==> config.mk <==
export PLATFORM = sky130hd
export DESIGN_NAME = bg_fg_classify
export DESIGN_NICKNAME = d
export VERILOG_FILES = /design/src/rtl/bg_fg_classify.sv
export SDC_FILE = /design/constraint.sdc
export NUM_CORES = 1
export LEC_CHECK = 0
export BUFFER_PORTS_ARGS = -buffer_cell sky130_fd_sc_hd__buf_4
export CORE_AREA = 5 5 133 135
export DETAILED_ROUTE_END_ITERATION = 10
export DIE_AREA = 0 0 138 140
export SETUP_SLACK_MARGIN = 0.05
export SYNTH_ARGS = -nofsm -noshare
export SYNTH_HDL_FRONTEND = slang
export SYNTH_SLANG_ARGS = --single-unit
==> constraint.sdc <==
create_clock -name clk -period 4.53 [get_ports clk]
set_input_delay 0.453 -clock clk [delete_from_list [all_inputs] [get_ports clk]]
set_output_delay 0.453 -clock clk [all_outputs]
set_load 0.005 [all_outputs]
==> src/rtl/bg_fg_classify.sv <==
// bg_fg_classify
// ----------------------------------------------------------------------------
// Foreground/background classifier that sits directly after the background
// averaging stage. For each live RGB565 pixel and its matching background
// pixel it forms the weighted absolute difference 2*|dR| + |dG| + 2*|dB|.
// It compares that sum with a per-frame threshold and emits either a binary
// mask (mode=0) or the live pixel gated by the foreground decision (mode=1).
//
// Pipeline: 2 stages, valid/ready on both sides. Both stages advance together
// whenever the output register is empty or being drained (in_ready = adv).
//
// Ports:
//   clk, rst_n          system clock, synchronous active-low reset
//   in_valid/in_ready   input handshake
//   in_pix, in_bg       live and background pixel (RGB565)
//   in_sof, in_eof      frame delimiters on the input beat
//   thresh              foreground threshold, latched on each accepted sof
//   mode                0 = binary mask, 1 = gated pixel (sampled at stage 2)
//   out_valid/out_ready output handshake
//   out_pix, out_fg     result pixel and foreground flag
//   out_sof, out_eof    frame delimiters travelling with the beat
//   fg_count            foreground pixels in the last completed frame
//   frame_done          one-cycle pulse when fg_count updates
//   frame_err           sticky flag: sof arrived inside an open frame
//
// Build option: define BGS_FG_STATS_EN to build the per-frame foreground
// counter. Without it, fg_count and frame_done are tied to zero.
// ----------------------------------------------------------------------------
module bg_fg_classify #(
  parameter int CNT_W = 19
) (
  input  logic             clk,
  input  logic             rst_n,
  input  logic             in_valid,
  output logic             in_ready,
  input  logic [15:0]      in_pix,
  input  logic [15:0]      in_bg,
  input  logic             in_sof,
  input  logic             in_eof,
  input  logic [7:0]       thresh,
  input  logic             mode,
  output logic             out_valid,
  input  logic             out_ready,
  output logic [15:0]      out_pix,
  output logic             out_fg,
  output logic             out_sof,
  output logic             out_eof,
  output logic [CNT_W-1:0] fg_count,
  output logic             frame_done,
  output logic             frame_err
);

  typedef enum logic [0:0] {
    WAIT_SOF = 1'b0,
    IN_FRAME = 1'b1
  } state_t;

  // Absolute difference of two unsigned channel values (6-bit wide covers
  // both the 5-bit R/B and the 6-bit G channels).
  function automatic logic [5:0] abs_diff(input logic [5:0] a, input logic [5:0] b);
    logic [5:0] d;
    if (a >= b) begin
      d = a - b;
    end else begin
      d = b - a;
    end
    return d;
  endfunction

  logic        adv_s;
  logic        accept_s;
  logic        keep_s;
  logic        thr_load_s;
  logic        err_set_s;
  logic [7:0]  thr_cur_s;
  state_t      state_r;
  state_t      state_nxt_s;
  logic [7:0]  thr_lat_r;
  logic        frame_err_r;

  logic [5:0]  dr_full_s;
  logic [5:0]  dg_full_s;
  logic [5:0]  db_full_s;

  logic        s1_valid_r;
  logic [4:0]  s1_dr_r;
  logic [5:0]  s1_dg_r;
  logic [4:0]  s1_db_r;
  logic [15:0] s1_pix_r;
  logic        s1_sof_r;
  logic        s1_eof_r;
  logic [7:0]  s1_thr_r;

  logic [7:0]  sum_s;
  logic        fg_s;
  logic [15:0] pix_nxt_s;

  assign adv_s     = !out_valid || out_ready;
  assign in_ready  = adv_s;
  assign accept_s  = in_valid && adv_s;
  assign frame_err = frame_err_r;

  // Frame FSM next-state: decides whether an accepted beat is kept and
  // whether it reloads the threshold or flags a nested sof.
  always_comb begin
    state_nxt_s = state_r;
    keep_s      = 1'b0;
    thr_load_s  = 1'b0;
    err_set_s   = 1'b0;
    if (accept_s) begin
      case (state_r)
        WAIT_SOF: begin
          if (in_sof) begin
            keep_s     = 1'b1;
            thr_load_s = 1'b1;
            // sof together with eof is a complete one-pixel frame
            if (in_eof) begin
              state_nxt_s = WAIT_SOF;
            end else begin
              state_nxt_s = IN_FRAME;
            end
          end else begin
            state_nxt_s = WAIT_SOF;
          end
        end
        IN_FRAME: begin
          keep_s = 1'b1;
          if (in_sof) begin
            err_set_s  = 1'b1;
            thr_load_s = 1'b1;
          end else begin
            err_set_s  = 1'b0;
          end
          if (in_eof) begin
            state_nxt_s = WAIT_SOF;
          end else begin
            state_nxt_s = IN_FRAME;
          end
        end
        default: begin
          state_nxt_s = WAIT_SOF;
        end
      endcase
    end else begin
      state_nxt_s = state_r;
    end
  end

  // Threshold that travels with this beat: the new value on a loading sof,
  // otherwise the one latched at the start of the frame.
  always_comb begin
    thr_cur_s = thr_lat_r;
    if (thr_load_s) begin
      thr_cur_s = thresh;
    end else begin
      thr_cur_s = thr_lat_r;
    end
  end

  // Per-channel absolute differences for stage 1.
  always_comb begin
    dr_full_s = abs_diff({1'b0, in_pix[15:11]}, {1'b0, in_bg[15:11]});
    dg_full_s = abs_diff(in_pix[10:5], in_bg[10:5]);
    db_full_s = abs_diff({1'b0, in_pix[4:0]}, {1'b0, in_bg[4:0]});
  end

  // FSM state, latched threshold and sticky error flag.
  always_ff @(posedge clk) begin
    if (!rst_n) begin
      state_r     <= WAIT_SOF;
      thr_lat_r   <= 8'd0;
      frame_err_r <= 1'b0;
    end else begin
      state_r <= state_nxt_s;
      if (thr_load_s) begin
        thr_lat_r <= thresh;
      end
      if (err_set_s) begin
        frame_err_r <= 1'b1;
      end
    end
  end

  // Stage 1 register: channel differences plus the beat's side data.
  always_ff @(posedge clk) begin
    if (!rst_n) begin
      s1_valid_r <= 1'b0;
      s1_dr_r    <= 5'd0;
      s1_dg_r    <= 6'd0;
      s1_db_r    <= 5'd0;
      s1_pix_r   <= 16'h0000;
      s1_sof_r   <= 1'b0;
      s1_eof_r   <= 1'b0;
      s1_thr_r   <= 8'd0;
    end else if (adv_s) begin
      // Dropped beats (outside a frame) leave a bubble rather than a beat.
      s1_valid_r <= accept_s && keep_s;
      if (accept_s) begin
        s1_dr_r  <= dr_full_s[4:0];
        s1_dg_r  <= dg_full_s;
        s1_db_r  <= db_full_s[4:0];
        s1_pix_r <= in_pix;
        s1_sof_r <= in_sof;
        s1_eof_r <= in_eof;
        s1_thr_r <= thr_cur_s;
      end
    end
  end

  // Stage 2 combinational: weighted sum (max 187, fits 8 bits) and decision.
  always_comb begin
    sum_s = {2'b00, s1_dr_r, 1'b0} + {2'b00, s1_dg_r} + {2'b00, s1_db_r, 1'b0};
    fg_s  = (sum_s > s1_thr_r);
    if (mode) begin
      if (fg_s) begin
        pix_nxt_s = s1_pix_r;
      end else begin
        pix_nxt_s = 16'h0000;
      end
    end else begin
      if (fg_s) begin
        pix_nxt_s = 16'hFFFF;
      end else begin
        pix_nxt_s = 16'h0000;
      end
    end
  end

  // Stage 2 / output register; holds while stalled by out_ready.
  always_ff @(posedge clk) begin
    if (!rst_n) begin
      out_valid <= 1'b0;
      out_pix   <= 16'h0000;
      out_fg    <= 1'b0;
      out_sof   <= 1'b0;
      out_eof   <= 1'b0;
    end else if (adv_s) begin
      out_valid <= s1_valid_r;
      if (s1_valid_r) begin
        out_pix <= pix_nxt_s;
        out_fg  <= fg_s;
        out_sof <= s1_sof_r;
        out_eof <= s1_eof_r;
      end
    end
  end

`ifdef BGS_FG_STATS_EN
  logic             xfer_s;
  logic [CNT_W-1:0] cnt_base_s;
  logic [CNT_W-1:0] cnt_next_s;
  logic [CNT_W-1:0] running_r;
  logic [CNT_W-1:0] fg_count_r;
  logic             frame_done_r;

  assign xfer_s     = out_valid && out_ready;
  assign fg_count   = fg_count_r;
  assign frame_done = frame_done_r;

  // Running count including the beat now transferring; sof restarts it and
  // the value saturates at all-ones.
  always_comb begin
    if (out_sof) begin
      cnt_base_s = {CNT_W{1'b0}};
    end else begin
      cnt_base_s = running_r;
    end
    if (out_fg && (cnt_base_s != {CNT_W{1'b1}})) begin
      cnt_next_s = cnt_base_s + {{(CNT_W-1){1'b0}}, 1'b1};
    end else begin
      cnt_next_s = cnt_base_s;
    end
  end

  // Frame statistics registers, updated on output transfers only.
  always_ff @(posedge clk) begin
    if (!rst_n) begin
      running_r    <= {CNT_W{1'b0}};
      fg_count_r   <= {CNT_W{1'b0}};
      frame_done_r <= 1'b0;
    end else begin
      frame_done_r <= 1'b0;
      if (xfer_s) begin
        if (out_eof) begin
          fg_count_r   <= cnt_next_s;
          frame_done_r <= 1'b1;
          running_r    <= {CNT_W{1'b0}};
        end else begin
          running_r <= cnt_next_s;
        end
      end
    end
  end
`else
  assign fg_count   = {CNT_W{1'b0}};
  assign frame_done = 1'b0;
`endif

endmodule

Yosys cells after proc, flatten, opt, wreduce, memory -nomap -nowiden
Cells that the tools add are included.
{ "totals": {"regBits": 73, "latchBits": 0, "mem_bits_rw": 0, "romBits": 0, "input_bits": 47, "output_inout_bits": 42, "wordCells": 51, "n_memories": 0} }
{ "classes": {"n_addsub": 8, "n_mul": 0, "n_div": 0, "magnitude_cmp": 4, "n_eq_ne": 0, "shift": 0, "n_mux": 16, "n_bitwise": 1, "n_reduce_logical": 6} }
{ "ops": {"columns": ["op", "n"], "rows": [
  ["16-bit 2-to-1 mux", 3],
  ["5-bit subtractor", 4],
  ["6-bit subtractor", 2],
  ["5-bit greater-or-equal comparator", 2],
  ["5-bit 2-to-1 mux", 2],
  ["7-bit by 6-bit adder with 8-bit output", 1],
  ["8-bit > comparator", 1],
  ["8-bit 2-to-1 mux", 1],
  ["6-bit by 6-bit adder with 7-bit output", 1],
  ["1-bit 2-to-1 mux", 7],
  ["6-bit greater-or-equal comparator", 1],
  ["6-bit 2-to-1 mux", 1],
  ["1-bit one-hot mux with 2 select lines", 2],
  ["2-bit AND reduction", 2],
  ["1-bit logical AND", 2],
  ["1-bit logical NOT", 1],
  ["1-bit logical OR", 1],
  ["1-bit inverter", 1]
]} }

Logic depth before layout (Yosys ltp)
{ "logic_depth": {"ltp_word": 5, "depth_mapped": 16, "mapped_depth_nobuf": 15} }

Least setup slack after synthesis
Ideal clock, no wire load.
{ "synth_path": {"kind": "register -> register", "start": "reg s1_dr_r[1]", "end": "reg out_pix[14]", "setup_time_ns": 0.070, "t_arrival_ns": 3.313, "t_required_ns": 4.460, "setup_slack_ns": 1.147, "stages_incl_launch_ff": 17, "n_path_buf": 1, "period_less_slack_ns": 3.383, "cell_sequence": "dfxtp_1 -> inv_1 -> fa_1 -> inv_1 -> ha_1 -> fa_1 -> a21o_1 -> a21oi_1 -> xor2_1 -> ha_1 -> nand3_1 -> nor2_1 -> a32o_1 -> a211oi_2 -> buf_6 -> o21ai_1 -> a21boi_1"} }
{ "synth_between": {"elab_chain_len": 5, "elab_cells_between_ends": 6, "cone_classes": "add/sub (2); order compare (1); mux (3)"} }
{ "synth_lines": {"columns": ["element", "line", "text"], "rows": [
  ["start, declared", "86", "logic [4:0] s1_dr_r;"],
  ["start signal, assigned", "199", "s1_dr_r <= dr_full_s[4:0];"],
  ["6-bit by 6-bit adder with 7-bit output (*)", "212", "sum_s = {2'b00, s1_dr_r, 1'b0} + {2'b00, s1_dg_r} + {2'b00, s1_db_r, 1'b0};"],
  ["7-bit by 6-bit adder with 8-bit output (*)", "212", null],
  ["8-bit > comparator (*)", "213", "fg_s = (sum_s > s1_thr_r);"],
  ["16-bit 2-to-1 mux, on equally long branches", "221, 215", null],
  ["16-bit 2-to-1 mux (*)", "214", "if (mode) begin"],
  ["end signal, assigned", "240", "out_pix <= pix_nxt_s;"],
  ["end, declared", "44", "output logic [15:0] out_pix,"]
]} }
Every way passes the cells marked *; elsewhere a longest branch is shown, timed or not.
A chain may end at the register's enable or synchronous reset.

Worst setup path after layout
{ "layout_path": {"start": "reg s1_dr_r[1]", "end": "reg out_pix[13]"} }
The elaborated chain is that of the path after synthesis.

==> results by group <==
Run status
  • Status: completed

Clock network
  • Clk_lat worst skew: approximately 330 ps
  • H-tree Lvls: 3
  • Max clock buf depth: 2
  • # Post-CTS Setup Buffers: 0
  • # hold bufs at CTS: 0
  • CTS Buf Count: 9
  • Root Buffer: clkbuf_16
  • Gates resized, CTS repair: 0
  • CTS tree: yes
  • Number of clock sinks: 73
  • Clk slew on worst S/H paths: 60 ps

Drt
  • Vias after detailed routing: 3764
  • 1st-pass router iterations: 4
  • DR iter-0 viols: about 180
  • Via/cell ratio: 4.486
  • DRT antenna net count: 0
  • Avg WL per Cell: 12.96 µm
  • Post-route DRC: 0
  • Detailed Route WL: roughly 11 mm

GRT
  • Largest net degree at the start of global routing: roughly 80
  • Gr ovfl total: 0
  • Gr usage total: 11.19%
  • Antenna violations before repair: 0
  • First-pass GRT wire length: around 18 mm
  • Number of global-route vias before repair: around 3.7k

Die
  • Core footprint: 16350 µm²
  • Initial Util: 29.14%
  • Rows: 47
  • Die height: 140 µm
  • I/O Pins: 89
  • Die footprint: between 15000 and 20000 µm²
  • Horiz. Die Dim: approximately 140 µm

Placement
  • Dpl hpwl: 8.440 mm
  • Final GP Congestion: 0.8191
  • Port buffer count: 68

Logic synthesis
  • Synth top cells by count: 101 x nand2_1, 73 x dfxtp_1, 54 x inv_1, 42 x ha_1, 31 x a21boi_0
  • Post-synth EDFFs: 0
  • Post-synthesis compound-gate area fraction: 23.58%
  • Post-synth top flop: dfxtp_1
  • Synth cell types: 59
  • Share of the synthesized area in the top cell type: 30.67%
  • Mapped cell area: approximately 4800 µm²
  • Post-Syn Area per Cell: 8.493 µm²
  • Flops & latches, synth: 73
  • Asr flop ratio synth: 0%
  • Largest family of logic cells by synthesized area: compound AO/OA/AOI/OAI gates
  • Adder-cell area share of the yosys netlist: approximately 16%
  • Largest area contributor in the netlist: dfxtp_1
  • Synth Area in XOR/XNOR: 1.654%
  • Sequential area share after synthesis: 30.67%
  • Top-count cell post-synth: nand2_1
  • Cells after Synth: ~560
  • Mux share of post-synthesis cell area: between 3 and 4%
  • Syn. warnings: 0
  • Simple-Gate Fraction of Synth Area: 13.71%
  • Top area cells in the synthesized netlist: dfxtp_1 31%, ha_1 11%, nand2_1 8.0%

Setup path
  • WP data required: about 4800 ps
  • CP max FO: 17
  • Startpoint Class: register
  • Worst r2r src: s1_dr_r[1]
  • Worst reg-to-reg path cell count: 16
  • Worst Setup Path Type: register to register
  • Critical path data arrival time: 3760 ps
  • Crit path launch: s1_dr_r[1]
  • CP Capture Type: register
  • R2R Path End: out_pix[13]
  • Worst setup path endpoint: out_pix[13]
  • Setup slack, reg-to-reg: ~1000 ps

STA
  • Hold Vio Cnt, Final: 0
  • Layout Skew: between 4 and 5 ps
  • Min Tclk post-route: 3501 ps
  • Pins Over Slew Limit: 0
  • Final setup vio count: 0
  • Worst-margin pin slew: between 700 and 800 ps
  • Relative slew margins: around 50%
  • Setup tns final: 0 ps
  • Final cycle utilization of the critical path: 77.29%
  • F_max: 285.6 MHz
  • RSZ-0062 raised after global routing: false

Min path
  • Hold Crit Start: thresh[7]
  • Worst Hold Class: primary input to register

Power
  • Max IR drop VDD: roughly 0.15 mV
  • Total power: around 2000 µW
  • Pwr dens: 350.3 nW/µm²
  • LEAKAGE: 0.002674 µW

Final layout
  • Register area: about 1500 µm²
  • Post-layout nets: 715
  • Fillers: 1755
  • Layout cells sized above 1: 16.32%
  • Area grow syn2layout: 19.49%
  • # diodes: 0
  • Footprint of the multi-input gates: 2888 µm²

Flow run
  • Max Cap Viol: 0
## logic make-up (layout without fill, tap and decap cells)
kind of cell	count (synthesis)	count (layout)
AO/OA/AOI/OAI	154	154
AND/OR/NAND/NOR	148	148
buffers and inverters	103	142
flip-flops	73	73
adder cells (fa/ha/maj)	54	54
multiplexers	19	19
XOR/XNOR	9	9
other	1	20
## sequential cells by signal, summed over array words and instances, names as in the netlist
register / cells
out_pix: 16
s1_pix_r: 16
s1_thr_r: 8
thr_lat_r: 8
s1_dg_r: 6
s1_db_r: 5
s1_dr_r: 5
frame_err: 1
out_eof: 1
out_fg: 1
out_sof: 1
out_valid: 1
s1_eof_r: 1
s1_sof_r: 1
s1_valid_r: 1
state_r: 1
## where the power goes
| group | switching [µW] | internal [µW] | total [µW] |
|---|---|---|---|
| sequential | 29.1 | 691 | 720 |
| clock | 281 | 487 | 768 |
| combinational | 271 | 235 | 506 |
| total | 581 | 1410 | 1990 |
## layout by cell type, fill, tap and decap left out, types with 10 or more instances in the layout
cell      synthesis  routed
nand2_1         101     101
dfxtp_1          73      73
buf_4            21      71
inv_1            54      54
ha_1             42      42
a21boi_0         31      31
a21oi_1          23      23
conb_1            1      20
o21ai_0          19      19
mux2i_1          19      19
a21boi_1         16      16
o211a_1          12      12
fa_1             12      12
nor2b_1          11      11
o21ai_1          10      10
## metrics by stage
step | worst slack, ps | hold slack (ps) | util, % | cells | cell area [µm²]
global placement | 1088 | 443.6 | 32.81 | 823 | 5364
finish | 1029 | 389.1 | 34.82 | 839 | 5693
CTS | 1014 | 376.3 | 34.82 | 839 | 5693
global route | 690.0 | 404.2 | 34.82 | 839 | 5693
detailed placement | 1033 | 447.9 | 32.81 | 823 | 5364
floorplan | 1147 | 440.3 | - | 580 | 4836
## critical path, stage by stage (launching register included)
cell and delay [ps]:
dfxtp_1 320, inv_1 60, fa_1 520, inv_1 50, ha_1 200, fa_1 390, a21o_1 180, a21oi_1 170
xor2_1 180, ha_1 270, nand3_1 90, nor2_1 50, a32o_1 260, a211oi_2 180, buf_4 250, o21ai_0 110
a21boi_1 150
## worst min path at each step
stage / end / slack [ps] / cells after the start
after floorplan: s1_pix_r[10] / 440 / 2
after global placement: out_pix[8] / 440 / 2
after detailed placement: out_pix[8] / 450 / 2
after CTS: thr_lat_r[3] / 380 / 3
after global routing: thr_lat_r[4] / 400 / 3
final: thr_lat_r[7] / 390 / 3
## cell type report
class	instances	area share [%]
Inverter	55	3.626
Multi-Input combinational cell	404	50.73
Timing Repair Buffer	71	9.363
Clock inverter	7	1.824
Clock buffer	9	3.956
Tap cell	220	4.835
Sequential cell	73	25.67
## layer usage
layer / track usage (%) / vias up / share of wire [%] / routed length (µm)
li1: - / 1961 / - / -
met1: 15.25 / 1725 / 50 / 5394
met2: 18.37 / 70 / 46 / 4969
met3: 2.147 / 8 / 3.7 / 400
met4: 2.652 / 0 / 1.0 / 110
met5: 0 / - / 0 / 0
No activity file was read; power rests on OpenSTA's default activity.
